`config.mk`:
```
export PLATFORM = sky130hd
export DESIGN_NAME = bus_arbiter_ctrl
export DESIGN_NICKNAME = d
export VERILOG_FILES = /design/src/rtl/bus_ctrl_pkg.sv /design/src/rtl/rr_arbiter.sv /design/src/rtl/bus_arbiter_ctrl.sv
export SDC_FILE = /design/constraint.sdc
export NUM_CORES = 1
export LEC_CHECK = 0
export BUFFER_PORTS_ARGS = -buffer_cell sky130_fd_sc_hd__buf_4
export CORE_MARGIN = 8
export CORE_UTILIZATION = 30
export DETAILED_ROUTE_END_ITERATION = 8
export SYNTH_ARGS = -nofsm -noshare
export SYNTH_HDL_FRONTEND = slang
export SYNTH_SLANG_ARGS = --single-unit
```
`constraint.sdc`:
```
create_clock -name clk -period 4.35 [get_ports clk]
set_input_delay 0 -clock clk [delete_from_list [all_inputs] [get_ports clk]]
set_output_delay 0 -clock clk [all_outputs]
set_load 0.02 [all_outputs]
```
`src/rtl/bus_ctrl_pkg.sv`:
```
// Shared types and defaults for the bus arbiter / sequencer.
package bus_ctrl_pkg;

  localparam int unsigned DATA_WIDTH  = 8;
  localparam int unsigned ADDR_WIDTH  = 5;
  localparam int unsigned TURN_CYCLES = 1;

  typedef enum logic [2:0] {
    IDLE,
    WR,
    RD,
    CAP,
    TURN
  } state_e;

endpackage

```
`src/rtl/rr_arbiter.sv`:
```
// Round-robin requester pick with a registered rotating priority pointer.
module rr_arbiter #(
  parameter int unsigned  NUM_REQ = 2,
  localparam int unsigned IDX_W   = $clog2(NUM_REQ)
) (
  input  logic               clk,
  input  logic               rst_n,
  input  logic [NUM_REQ-1:0] req,
  input  logic               accept,
  output logic [NUM_REQ-1:0] onehot,
  output logic [IDX_W-1:0]   idx,
  output logic               valid
);

  logic [IDX_W-1:0] ptr_q, ptr_d;
  logic [IDX_W-1:0] cand;

  // First asserted request at or above the pointer, wrapping around.
  always_comb begin
    onehot = '0;
    idx    = '0;
    valid  = 1'b0;
    cand   = '0;
    for (int unsigned k = 0; k < NUM_REQ; k++) begin
      cand = IDX_W'((32'(ptr_q) + k) % NUM_REQ);
      if (!valid && req[cand]) begin
        valid = 1'b1;
        idx   = cand;
      end
    end
    onehot[idx] = valid;
  end

  always_comb begin
    ptr_d = ptr_q;
    if (accept && valid) begin
      ptr_d = (32'(idx) == NUM_REQ - 1) ? '0 : idx + 1'b1;
    end
  end

  always_ff @(posedge clk or negedge rst_n) begin
    if (!rst_n) begin
      ptr_q <= '0;
    end else begin
      ptr_q <= ptr_d;
    end
  end

endmodule

```
`src/rtl/bus_arbiter_ctrl.sv`:
```
// Arbitrates requesters onto a shared tri-state bus to a small memory, with a
// turnaround cycle after every transfer so the two drivers never overlap.
module bus_arbiter_ctrl #(
  parameter int unsigned DATA_WIDTH = bus_ctrl_pkg::DATA_WIDTH,
  parameter int unsigned ADDR_WIDTH = bus_ctrl_pkg::ADDR_WIDTH,
  parameter int unsigned NUM_REQ    = 2
) (
  input  logic                          clk,
  input  logic                          rst_n,
  input  logic [NUM_REQ-1:0]            req,
  input  logic [NUM_REQ-1:0]            we,
  input  logic [NUM_REQ*ADDR_WIDTH-1:0] addr,
  input  logic [NUM_REQ*DATA_WIDTH-1:0] wdata,
  output logic [NUM_REQ-1:0]            gnt,
  output logic [NUM_REQ-1:0]            done,
  output logic [DATA_WIDTH-1:0]         rdata,
  output logic [ADDR_WIDTH-1:0]         mem_addr,
  output logic                          mem_we,
  output logic                          mem_oe,
  output logic                          ctrl_signal,
  output logic [DATA_WIDTH-1:0]         data_tx,
  input  logic [DATA_WIDTH-1:0]         data_rx
);

  import bus_ctrl_pkg::*;

  localparam int unsigned IDX_W = $clog2(NUM_REQ);

  state_e                state_q, state_d;
  logic [IDX_W-1:0]      owner_q, owner_d;
  logic                  we_q, we_d;
  logic [ADDR_WIDTH-1:0] addr_q, addr_d;
  logic [DATA_WIDTH-1:0] wdata_q, wdata_d;

  logic [NUM_REQ-1:0]    gnt_d, done_d;
  logic [DATA_WIDTH-1:0] rdata_d, data_tx_d;
  logic [ADDR_WIDTH-1:0] mem_addr_d;
  logic                  mem_we_d, mem_oe_d, ctrl_d;

  logic [NUM_REQ-1:0]    arb_onehot;
  logic [IDX_W-1:0]      arb_idx;
  logic                  arb_valid;

  rr_arbiter #(
    .NUM_REQ (NUM_REQ)
  ) u_rr_arbiter (
    .clk    (clk),
    .rst_n  (rst_n),
    .req    (req),
    .accept (state_q == IDLE),
    .onehot (arb_onehot),
    .idx    (arb_idx),
    .valid  (arb_valid)
  );

  // Outputs are registered from the current state, so each state's strobes
  // appear during the cycle after the state is entered.
  always_comb begin
    state_d    = state_q;
    owner_d    = owner_q;
    we_d       = we_q;
    addr_d     = addr_q;
    wdata_d    = wdata_q;
    gnt_d      = '0;
    done_d     = '0;
    mem_we_d   = 1'b0;
    mem_oe_d   = 1'b0;
    ctrl_d     = 1'b0;
    mem_addr_d = mem_addr;
    data_tx_d  = data_tx;
    rdata_d    = rdata;
    unique case (state_q)
      IDLE: begin
        if (arb_valid) begin
          gnt_d   = arb_onehot;
          owner_d = arb_idx;
          we_d    = we[arb_idx];
          addr_d  = addr[arb_idx*ADDR_WIDTH +: ADDR_WIDTH];
          wdata_d = wdata[arb_idx*DATA_WIDTH +: DATA_WIDTH];
          state_d = we[arb_idx] ? WR : RD;
        end
      end
      WR: begin
        ctrl_d     = 1'b1;
        mem_we_d   = 1'b1;
        data_tx_d  = wdata_q;
        mem_addr_d = addr_q;
        state_d    = TURN;
      end
      RD: begin
        mem_oe_d   = 1'b1;
        mem_addr_d = addr_q;
        state_d    = CAP;
      end
      CAP: begin
        mem_oe_d = 1'b1;
        state_d  = TURN;
      end
      TURN: begin
        done_d[owner_q] = 1'b1;
        // mem_oe is still high this cycle, so the bus carries the read value.
        if (!we_q) begin
          rdata_d = data_rx;
        end
        state_d = IDLE;
      end
      default: state_d = IDLE;
    endcase
  end

  always_ff @(posedge clk or negedge rst_n) begin
    if (!rst_n) begin
      state_q     <= IDLE;
      owner_q     <= '0;
      we_q        <= 1'b0;
      addr_q      <= '0;
      wdata_q     <= '0;
      gnt         <= '0;
      done        <= '0;
      mem_we      <= 1'b0;
      mem_oe      <= 1'b0;
      ctrl_signal <= 1'b0;
      mem_addr    <= '0;
      data_tx     <= '0;
      rdata       <= '0;
    end else begin
      state_q     <= state_d;
      owner_q     <= owner_d;
      we_q        <= we_d;
      addr_q      <= addr_d;
      wdata_q     <= wdata_d;
      gnt         <= gnt_d;
      done        <= done_d;
      mem_we      <= mem_we_d;
      mem_oe      <= mem_oe_d;
      ctrl_signal <= ctrl_d;
      mem_addr    <= mem_addr_d;
      data_tx     <= data_tx_d;
      rdata       <= rdata_d;
    end
  end

endmodule
```
==> Word level (Yosys, flattened, before mapping) <==
Cells that the tools add are included.
{ "word_totals": {"register_bits": 46, "elab_cells": 65, "out_inout_bits": 28} }
{ "classes": {"n_eq_ne": 5, "mux": 23, "mul": 1, "n_reduce_logical": 11, "bitwise": 2, "shifts": 2, "magnitude_cmp": 6, "add_sub_neg": 2} }
{ "op_table": {"columns": ["cell", "n"], "rows": [
  ["16-bit by 5-bit indexed part select with 8-bit output", 1],
  ["1-bit two-way mux", 15],
  ["10-bit by 5-bit indexed part select with 5-bit output", 1],
  ["3-bit case mux with 3 select lines", 1],
  ["1-bit by 2-bit less-than comparator with 1-bit output (second input constant)", 4],
  ["2-bit two-way mux", 4],
  ["3-bit by 2-bit == test with 1-bit output (second input constant)", 2],
  ["2-bit OR reduction", 3],
  ["1-bit logical AND", 4],
  ["1-bit by 3-bit multiplier with 4-bit output (second input constant)", 1],
  ["2-bit AND reduction", 2],
  ["3-bit by 1-bit == test with 1-bit output (second input constant)", 1],
  ["3-bit == test (second input constant)", 1],
  ["3-bit logical NOT", 1],
  ["3-bit two-way mux", 1],
  ["1-bit adder (second input constant)", 2],
  ["2-bit bitwise AND", 1],
  ["1-bit demux with 1-bit select", 2],
  ["1-bit greater-or-equal comparator (second input constant)", 2],
  ["2-bit != test (second input constant)", 1],
  ["1-bit logical NOT", 1],
  ["1-bit NOT", 1]
]} }

==> Longest topological paths before layout <==
{ "logic_depth": {"depth_word": 13, "ltp_mapped": 4} }

==> Hierarchy <==
From an unflattened synthesis, not the netlist that was laid out.
{ "unflattened": {"cells_unflattened": 145, "hier_area_um2": 1878.1} }
{ "modules_own_cells": {"columns": ["module", "instances", "cells_each", "area_per_inst_um2"], "rows": [
  ["bus_arbiter_ctrl", 1, 137, 1809.2],
  ["rr_arbiter", 1, 8, 68.8]
]} }

==> Worst setup path after synthesis <==
OpenSTA, ideal clock, no wires.
{ "synth_path": {"kind": "reg2reg", "from": "reg state_q[1]", "to": "reg rdata[0]", "setup_ps": 125, "setup_slack_ps": 2851, "t_arrival_ps": 1374, "synth_period_minus_slack_ps": 1499, "required_ps": 4225, "stages_incl_launch_ff": 4, "path_cell_list": "dfrtp_1 or3b_4 nor2_8 mux2_2"} }
{ "synth_between": {"elab_chain_len": 2} }
{ "synth_lines": {"columns": ["element", "line_no", "rtl"], "rows": [
  ["from (decl)", "bus_arbiter_ctrl.sv:29", "state_e state_q, state_d;"],
  ["from (signal assigned)", "bus_arbiter_ctrl.sv:127", "state_q <= state_d;"],
  ["3-bit == test", "bus_arbiter_ctrl.sv:72", "unique case (state_q)"],
  ["2-bit AND reduction (no source line)", null, null],
  ["to (signal assigned)", "bus_arbiter_ctrl.sv:139", "rdata <= rdata_d;"],
  ["to (decl)", "bus_arbiter_ctrl.sv:16", "output logic [DATA_WIDTH-1:0] rdata,"]
]} }
Every way passes these cells.
A chain may end at the register's enable or synchronous reset.

==> Worst setup path in the final report <==
{ "layout_path": {"from": "reg state_q[1]", "to": "reg addr_q[0]"} }
{ "layout_between": {"elab_chain_len": 2} }
{ "layout_lines": {"columns": ["element", "line_no", "rtl"], "rows": [
  ["3-bit logical NOT", "bus_arbiter_ctrl.sv:72", null],
  ["2-bit AND reduction (no source line)", null, null],
  ["to (signal assigned)", "bus_arbiter_ctrl.sv:130", "addr_q <= addr_d;"],
  ["to (decl)", "bus_arbiter_ctrl.sv:32", "logic [ADDR_WIDTH-1:0] addr_q, addr_d;"]
]} }
Every way passes these cells.

==> impl_metrics.json <==
{
  "layout.nets": 261,
  "worst_clock_skew_ps": 8.17,
  "syn-cell-area_sq_um": 1870,
  "power_leakage_nw": 1.26,
  "first_pass_iters": 4,
  "ys_warn_count": 0,
  "r2r-start": "state_q[1]",
  "place_area_sq_um": 2450,
  "slew_headroom_pct": 22.6,
  "syn_area_per_cell_sq_um": 14.6,
  "worstHoldPathType": "in2reg",
  "synth_area_leaders": "dfrtp_1, mux2_2, o221a_2",
  "rows": 29,
  "m1WireLength_microns": 1880,
  "maxCapViolations": 0,
  "cts_buffer_depth": 2,
  "hpwl_microns": 3250,
  "final_cell_area_sq_um": 2800,
  "finalHoldViolCount": 0,
  "whs_endpoint": "state_q[0]",
  "crit_arrival_ps": 2200,
  "dr_wl_met2_microns": 2280,
  "clkLatencyLatePin_ps": 300,
  "cts_max_level": 2,
  "async_flop_share_pct": 100,
  "hold_start": "we[0]",
  "ys.flop_type": "dfrtp_1",
  "grt_start_max_net_pins": 47,
  "grt_pass1_vias": 1453,
  "fmax_ghz": 0.498,
  "cts_made_buffers": 5,
  "synth_cells": 128,
  "cp_max_fo": 17,
  "synth_edf_count": 0,
  "synth_cell_type_count": 29,
  "syn-num-nets": 168,
  "worstMarginPinSlew_ps": 1160,
  "fin_crit_sh_pct": 46.1,
  "drive_gt1_share_pct": 52.3,
  "gr-total-overflow": 0,
  "r2r-end": "addr_q[0]",
  "drt_wl_total_microns": 4590,
  "cp-start-kind": "flip-flop",
  "coreArea_sq_um": 6200,
  "r2r_slack_ps": 2340,
  "min_period_ps": 2010,
  "ys_seq_elements": 46,
  "die_w_microns": 95.0,
  "viasPerCell": 4.64,
  "ir_drop_uv": 255,
  "gr-usage-all-layers_pct": 10.4,
  "tns_ps": 0,
  "p_total_mw": 1.96,
  "yosysMostFrequentCell": "dfrtp_1",
  "port_buffers": 67,
  "drcViolationCount": 0,
  "io_pins": 68,
  "path_clk_slew_ps": 90,
  "drtAntennaViolNets": 0,
  "clock_sinks": 46,
  "run_status": "finished, final reports clean",
  "antenna_found_initial": 0,
  "wl_per_cell_microns": 15.4,
  "dieArea_sq_um": 9030,
  "synth_common_cells": "dfrtp_1, mux2_2, nand3b_1, o221a_2, inv_1",
  "die_h_microns": 95.0,
  "start_util_pct": 30.2,
  "p_per_area_nw_per_um2": 702,
  "path_class": "reg2reg",
  "cp.required_ps": 4540,
  "grt_pass1_wl_microns": 7260,
  "gp_congestion": 0.730,
  "setup_violations": 0,
  "drv_slew": 0,
  "worst_r2r_path_depth": 3,
  "vias": 1386,
  "cp-end-kind": "flip-flop",
  "hold_path_depth": 3,
  "post-cts-setup-buffers": 0,
  "rsz0062_at_grt": "no",
  "cts_tree": "done",
  "top_layer": "met4",
  "yosysSeqAreaShare_pct": 61.4,
  "cts_root_buf": "clkbuf_8",
  "synth_largest_area_cell": "dfrtp_1",
  "synth_top_area_share_pct": 61.4,
  "ctsResizeCount": 0,
  "synthToLayoutAreaGrowth_pct": 49.2,
  "drtIter0Drc": 84,
  "hold_buffers": 24,
  "dr_wl_met3_microns": 341,
  "antennaDiodeCount": 0
}
==> flip-flops by register name (all words and copies together) (netlist names), 2 cells and up <==
register	flops
done	2
data_tx	8
wdata_q	8
mem_addr	5
rdata	8
state_q	3
gnt	2
addr_q	5
==> how the worst max path moves through the flow <==
| stage | start | to | cells past startpoint |
|---|---|---|---|
| 3_5_place_dp | state_q[1] | addr_q[4] | 3 |
| 6_report | state_q[1] | addr_q[0] | 3 |
| 3_3_place_gp | state_q[1] | wdata_q[1] | 3 |
| 2_1_floorplan | state_q[1] | rdata[0] | 3 |
| 5_1_grt | state_q[2] | addr_q[0] | 3 |
| 4_1_cts | state_q[1] | addr_q[0] | 3 |
==> power by group <==
group	switching [mW]	leakage, nW	internal [mW]
clock network	0.148	0.0579	0.169
logic	0.423	0.666	0.464
registers	0.126	0.538	0.633
total	0.697	1.26	1.27
==> per-stage QoR <==
step	instances	setup slack, ps	util [%]	hold WS (ps)
floorplan	128	2850	-	-296
global placement	267	2350	39.4	44.4
detailed placement	267	2340	39.4	47.1
CTS	299	2320	45.1	27.8
global route	299	2190	45.1	41.9
finish	299	2340	45.1	32.9
==> routing by layer <==
| metal | track usage (%) | vias up |
|---|---|---|
| li1 | - | 657 |
| met1 | 12.6 | 677 |
| met2 | 16.6 | 47 |
| met3 | 3.46 | 5 |
| met4 | 4.29 | 0 |
| met5 | 0 | - |
==> cells by family (layout without fill, tap and decap cells) <==
| logic type | after synthesis | in the layout | share of synthesized area [%] |
|---|---|---|---|
| compound gates | 22 | 22 | 11.4 |
| mux | 21 | 21 | 12.6 |
| flops | 46 | 46 | 61.4 |
| simple gates | 27 | 27 | 11.3 |
| buf+inv | 11 | 105 | 2.80 |
| xor+xnor | 1 | 1 | 0.467 |
==> layout by cell type, fill, tap and decap left out, types with 2 or more instances in the layout <==
| master | synthesis | routed |
|---|---|---|
| dlygate4sd3_1 | 0 | 24 |
| clkinv_2 | 0 | 2 |
| inv_1 | 5 | 5 |
| o221a_2 | 13 | 13 |
| mux2_2 | 21 | 21 |
| dfrtp_1 | 46 | 46 |
| clkbuf_8 | 0 | 5 |
| nor2_1 | 4 | 4 |
| buf_4 | 2 | 68 |
| nand3b_1 | 13 | 13 |
==> layout make-up <==
type / count / area (sq um)
clock inverter: 3 / 40.0
fill: 569 / 3410
timing repair buffer: 92 / 751
tap: 77 / 96.3
multi-input combinational: 71 / 671
inverter: 5 / 18.8
sequential: 46 / 1150
clock buffer: 5 / 68.8
==> critical path, stage by stage, from the launching register on <==
cell and delay [ps]:
dfrtp_1 480, nor3_4 600, nand3_2 450, o221a_2 370
(Power assumes the default switching activity.)
